--- src/rtl/mem_stage_pkg.sv ---
// Shared types and constants for the memory-stage load/store sequencer.
// State encoding, op-kind codes, default widths and the op decode helper.
package mem_stage_pkg;

  localparam int DEF_ADDR_W = 8;
  localparam int DEF_DATA_W = 16;
  localparam int DEF_RD_W   = 3;

  typedef enum logic [2:0] {
    IDLE = 3'd0,
    WR   = 3'd1,
    RD   = 3'd2,
    RCAP = 3'd3,
    RESP = 3'd4
  } state_t;

  typedef enum logic [1:0] {
    OP_ALU   = 2'd0,
    OP_STORE = 2'd1,
    OP_LOAD  = 2'd2
  } op_kind_t;

  // A store wins when both load and store are flagged; the load is ignored.
  function automatic op_kind_t decode_op(input logic load, input logic store);
    if (store)     return OP_STORE;
    else if (load) return OP_LOAD;
    else           return OP_ALU;
  endfunction

endpackage

--- src/rtl/mem_stage_ctrl_fwd.sv ---
// Last-store forwarding buffer (present only when MEM_FWD_EN is defined).
// Remembers the most recently accepted store and reports an address match
// so a following load can be answered without a memory round trip.
`ifdef MEM_FWD_EN
module store_fwd_buf
  import mem_stage_pkg::*;
#(
  parameter int ADDR_W = DEF_ADDR_W,
  parameter int DATA_W = DEF_DATA_W
) (
  input  logic              clk,
  input  logic              rst,
  input  logic              store_accept,
  input  logic [ADDR_W-1:0] wr_addr,
  input  logic [DATA_W-1:0] wr_data,
  input  logic [ADDR_W-1:0] lookup_addr,
  output logic              hit,
  output logic [DATA_W-1:0] hit_data
);

  logic              valid_q;
  logic [ADDR_W-1:0] addr_q;
  logic [DATA_W-1:0] data_q;

  // Capture every accepted store; reset invalidates the entry.
  always_ff @(posedge clk) begin
    if (rst) begin
      valid_q <= 1'b0;
      addr_q  <= '0;
      data_q  <= '0;
    end else if (store_accept) begin
      valid_q <= 1'b1;
      addr_q  <= wr_addr;
      data_q  <= wr_data;
    end
  end

  assign hit      = valid_q && (lookup_addr == addr_q);
  assign hit_data = data_q;

endmodule
`endif

--- src/rtl/mem_stage_ctrl.sv ---
// Load/store sequencer between EX and a synchronous-read data memory.
// One op per EX handshake; results go to write-back via valid/ready.
// Optional feature: define MEM_FWD_EN to answer loads that hit the last
// accepted store directly from a forwarding buffer.
module mem_stage_ctrl
  import mem_stage_pkg::*;
#(
  parameter int ADDR_W = DEF_ADDR_W,
  parameter int DATA_W = DEF_DATA_W,
  parameter int RD_W   = DEF_RD_W
) (
  input  logic              clk,
  input  logic              rst,
  input  logic              ex_valid,
  output logic              ex_ready,
  input  logic              ex_load,
  input  logic              ex_store,
  input  logic [ADDR_W-1:0] ex_addr,
  input  logic [DATA_W-1:0] ex_wdata,
  input  logic [RD_W-1:0]   ex_rd,
  output logic [ADDR_W-1:0] mem_addr,
  output logic [DATA_W-1:0] mem_data,
  output logic              mem_we,
  input  logic [DATA_W-1:0] mem_rdata,
  output logic              wb_valid,
  input  logic              wb_ready,
  output logic [RD_W-1:0]   wb_rd,
  output logic [DATA_W-1:0] wb_data,
  output logic              wb_we
);

  state_t            state_q, state_d, accept_state;
  op_kind_t          ex_kind;
  logic              accept;
  logic              fwd_hit;
  logic [DATA_W-1:0] fwd_data;

  logic [ADDR_W-1:0] addr_q;
  logic [DATA_W-1:0] wdata_q;
  logic [RD_W-1:0]   rd_q;
  logic [DATA_W-1:0] wb_data_q;
  logic              wb_we_q;

  assign ex_kind  = decode_op(ex_load, ex_store);
  assign ex_ready = (state_q == IDLE) || ((state_q == RESP) && wb_ready);
  assign accept   = ex_valid && ex_ready;

`ifdef MEM_FWD_EN
  store_fwd_buf #(
    .ADDR_W (ADDR_W),
    .DATA_W (DATA_W)
  ) u_fwd (
    .clk          (clk),
    .rst          (rst),
    .store_accept (accept && (ex_kind == OP_STORE)),
    .wr_addr      (ex_addr),
    .wr_data      (ex_wdata),
    .lookup_addr  (ex_addr),
    .hit          (fwd_hit),
    .hit_data     (fwd_data)
  );
`else
  assign fwd_hit  = 1'b0;
  assign fwd_data = '0;
`endif

  // First state of a newly accepted op, chosen from its kind.
  always_comb begin
    // NOTE: every always_comb output gets a default first so no path infers a latch.
    accept_state = RESP;
    unique case (ex_kind)
      OP_STORE: accept_state = WR;
      OP_LOAD:  accept_state = fwd_hit ? RESP : RD;
      default:  accept_state = RESP;
    endcase
  end

  // Next-state logic: sequence each op and chain ops on the retire cycle.
  always_comb begin
    state_d = state_q;
    unique case (state_q)
      IDLE:    if (ex_valid) state_d = accept_state;
      WR:      state_d = RESP;
      RD:      state_d = RCAP;
      RCAP:    state_d = RESP;
      RESP:    if (wb_ready) state_d = ex_valid ? accept_state : IDLE;
      default: state_d = IDLE;
    endcase
  end

  // State register; reset drops any op in flight.
  always_ff @(posedge clk) begin
    // NOTE: sequential state uses non-blocking (<=) so all flops update together at the edge.
    if (rst) state_q <= IDLE;
    else     state_q <= state_d;
  end

  // Latch op fields on accept and capture the result word.
  always_ff @(posedge clk) begin
    if (rst) begin
      addr_q    <= '0;
      wdata_q   <= '0;
      rd_q      <= '0;
      wb_data_q <= '0;
      wb_we_q   <= 1'b0;
    end else if (accept) begin
      addr_q    <= ex_addr;
      wdata_q   <= ex_wdata;
      rd_q      <= ex_rd;
      wb_we_q   <= (ex_kind != OP_STORE);
      wb_data_q <= ((ex_kind == OP_LOAD) && fwd_hit) ? fwd_data : ex_wdata;
    end else if (state_q == RCAP) begin
      wb_data_q <= mem_rdata;
    end
  end

  // Memory drives come from latched fields so they hold through WR/RD/RCAP;
  // reset in the WR cycle suppresses the write.
  assign mem_addr = addr_q;
  assign mem_data = wdata_q;
  assign mem_we   = (state_q == WR) && !rst;

  assign wb_valid = (state_q == RESP);
  assign wb_rd    = rd_q;
  assign wb_data  = wb_data_q;
  assign wb_we    = wb_we_q;

endmodule

--- config.mk ---
export PLATFORM = sky130hd
export DESIGN_NAME = mem_stage_ctrl
export DESIGN_NICKNAME = d
export VERILOG_FILES = /design/src/rtl/mem_stage_pkg.sv /design/src/rtl/mem_stage_ctrl_fwd.sv /design/src/rtl/mem_stage_ctrl.sv
export SDC_FILE = /design/constraint.sdc
export NUM_CORES = 1
export LEC_CHECK = 0
export ABC_AREA = 1
export BUFFER_PORTS_ARGS = -buffer_cell sky130_fd_sc_hd__buf_2
export CAP_MARGIN = 10
export CORE_UTILIZATION = 45
export CTS_CLUSTER_DIAMETER = 60
export DETAILED_ROUTE_END_ITERATION = 12
export GPL_ROUTABILITY_DRIVEN = 0
export PLACE_DENSITY = 0.87
export SKIP_LAST_GASP = 1
export SLEW_MARGIN = 20
export SYNTH_ARGS = -nofsm -noshare
export SYNTH_HDL_FRONTEND = slang
export SYNTH_HIERARCHICAL = 1
export SYNTH_SLANG_ARGS = --single-unit
--- constraint.sdc ---
create_clock -name clk -period 1.9 [get_ports clk]
set_clock_uncertainty 0.2 [all_clocks]
set_input_delay 0.475 -clock clk [delete_from_list [all_inputs] [get_ports clk]]
set_output_delay 0.475 -clock clk [all_outputs]
set_load 0.02 [all_outputs]
==> results.md <==
- HP Class: primary input to flip-flop
- Critical path endpoint category: output port
- Root Driver: clkbuf_8
- Layout area overhead: 29.7%
- Largest net degree at the start of global routing: 38
- Area leader, netlist: dfxtp_1
- Count leader, synth: nand2_1
- I/O Buffers: 95
- Vias/cell: 4.52
- RSZ-0062 raised after global routing: yes
- Reg2reg setup slack: 330 ps
- Final hold vios: 0
- Largest cells by area after synthesis: dfxtp_1, nand2_1, inv_1
- Syn Nets: 405
- Fill count: 468
- Hold Path Cell Cnt: 3
- Fin crit period: 1840 ps
- Yosys warns: 6
- Row cnt: 25
- Die height: 72.7 um
- Period utilization: 97.0%
- CP required: 1220 ps
- Pin slew with the least headroom to its limit: 257 ps
- Hold_sp: ex_addr[5]
- Multi-input logic area: 957 um^2
- Main synth FF type: dfxtp_1
- Slew HR: 82.8%
- Post-synthesis sequential area ratio: 41.9%
- Status: complete, no violations
- Max Slew Vio Count: 0
- Post-synth cell types: 20
- Detailed Route WL: 5540 um
- P_leak: 1.65 nW
- Crit path launch type: flip-flop
- Die footprint: 0.00528 mm^2
- Clock transition at path regs: 90 ps
- # IOs: 96
- Setup ws final: 57.6 ps
- Mapped Area: 0.00225 mm^2
- R2R Path End: wb_data[2]$_SDFFE_PP0P_
- Most frequent cells after synthesis: nand2_1, inv_1, dfxtp_1
- Setup WS pre-CTS: 250 ps
- Hold_buf cts: 0
- Crit path DAT: 1170 ps
- DR vias: 2330
- Clock latency on the worst-skew pair: 290 ps
- Die X: 72.7 um
- Top cell type's share of synthesized area: 41.9%
- Crit path buf inv count: 2
- CTS H-tree depth: 2
- CTS tree: done
- Vias in the first global route: 1996
- Worst VDD drop: 436 uV
- Total Routing Usage GR: 21.3%
- Synthesized area per cell: 6.31 um^2
- Hold EP: mem_addr[5]$_SDFFE_PP0P_
- TritonCTS Sinks: 47
- GRT overflow: 0
- Fmax: 543 MHz
- Reg area: 945 um^2
- Crit-path max FO: 4
- Detail Route Antenna Nets: 0
- Layout Nets: 497
- Starting DRT DRC Count: 162
- Crit path launch: state_q[1]$_SDFFE_PP0P_
- Async SR Flop Fraction: 0%
- Worst setup path class: flip-flop to output port
- Area of the core: 0.00475 mm^2
- CTS max path bufs: 2
- Synthesized flop and latch total: 47
- First-pass GRT wire length: 8790 um
- Starting density of the core: 47.3%
- Crit-path cells: nor2_4, inv_1, a21oi_1, buf_2
- Number of synthesized flops with an enable pin: 0
- HPWL after detailed placement: 4080 um
- TritonRoute pass-1 iters: 4
- DP Area: 0.00280 mm^2
- Routed WL per cell: 10.7 um
- Crit path max-delay cell type: dfxtp_1
- Worst Reg-to-Reg Cells: 7
- Final instance area: 0.00292 mm^2
- Max-cap violations: 0
- Finished Core Util: 61.3%
- Delay of the slowest cell on the worst path: 380 ps
- R2r startpoint: state_q[1]$_SDFFE_PP0P_
- Post-route DRC: 0
- Num CTS Buffers: 5
- Worst path depth: 4
- Delay-heaviest family, CP: flip-flops
- Final setup fails: 0
- Initial antenna violation count: 0
- Syn Inst Count: 356
- Layout cell share with drive strength beyond 1: 27.2%
- Antenna diodes: 0
- Pwr dens: 922 mW/mm^2
==> routing by layer <==
metal	up-vias	share of wire, %	global-route usage (%)
met5	-	0	0
met1	989	45	27.2
li1	1245	-	-
met3	10	6.4	3.45
met2	86	47	36.7
met4	0	1.6	7.19
==> worst max path at each step <==
stage,to,slack (ps)
floorplan,mem_we,80
global placement,mem_we,270
detailed placement,mem_we,250
CTS,mem_we,-20
global route,ex_ready,-20
finish,ex_ready,60
==> cell usage in the layout, fill, tap and decap left out, drive strengths merged <==
master,instances
o21ai,1
nand2,117
buf,105
clkbuf,6
nand4,17
a21oi,17
clkinvlp,1
nand3,20
inv,52
nor3,1
dfxtp,47
nor2,47
o21a,1
clkinv,17
==> worst reg2reg max path, stage by stage (launching register included) <==
cell and delay [ps]:
dfxtp_1 380, nor2_4 150, buf_4 140, buf_4 220
nand4_1 160, nand2_1 110, clkinv_1 70, nor2_1 100
==> through the flow <==
step | std cells | setup TNS, ps | hold WS, ps | power, mW
6_report | 516 | 0 | 193 | 2.69
5_1_grt | 516 | -19.3 | 193 | 2.87
4_1_cts | 515 | -15.4 | 187 | 2.71
3_5_place_dp | 507 | 0 | 250 | 2.06
3_3_place_gp | 507 | 0 | 245 | 2.04
2_1_floorplan | 356 | 0 | 337 | 1.79
==> report_power, final <==
group          internal [mW]  total [mW]  switching, mW
combinational          0.317       0.874          0.557
sequential              1.11        1.18         0.0694
clock                  0.297       0.638          0.341
total                   1.72        2.69          0.967
==> sequential cells by signal, summed over array words and instances, names as in the netlist <==
name / cells
wb_we: 1
state_q: 3
mem_addr: 8
wb_data: 16
wb_rd: 3
mem_data: 16
==> cell type report <==
cell class	count	area share [%]
flip-flops and latches	47	32.4
clock buffers	6	2.83
repair buffers	105	19.7
multi-input cells	221	32.8
inverters	68	8.76
well taps	67	2.88
clock inverters	2	0.558
==> cells by family after synthesis <==
family          after synthesis  share of synthesized area, %
compound gates               19                          4.34
buf+inv                      88                          16.0
flops                        47                          41.9
simple gates                202                          37.8
==> repair_timing <==
action,CTS,global route
buffers inserted,0,1
pin swaps,0,1
resized for setup,2,3
setup endpoints to repair,3,3
No activity file was read; power rests on OpenSTA's default activity.
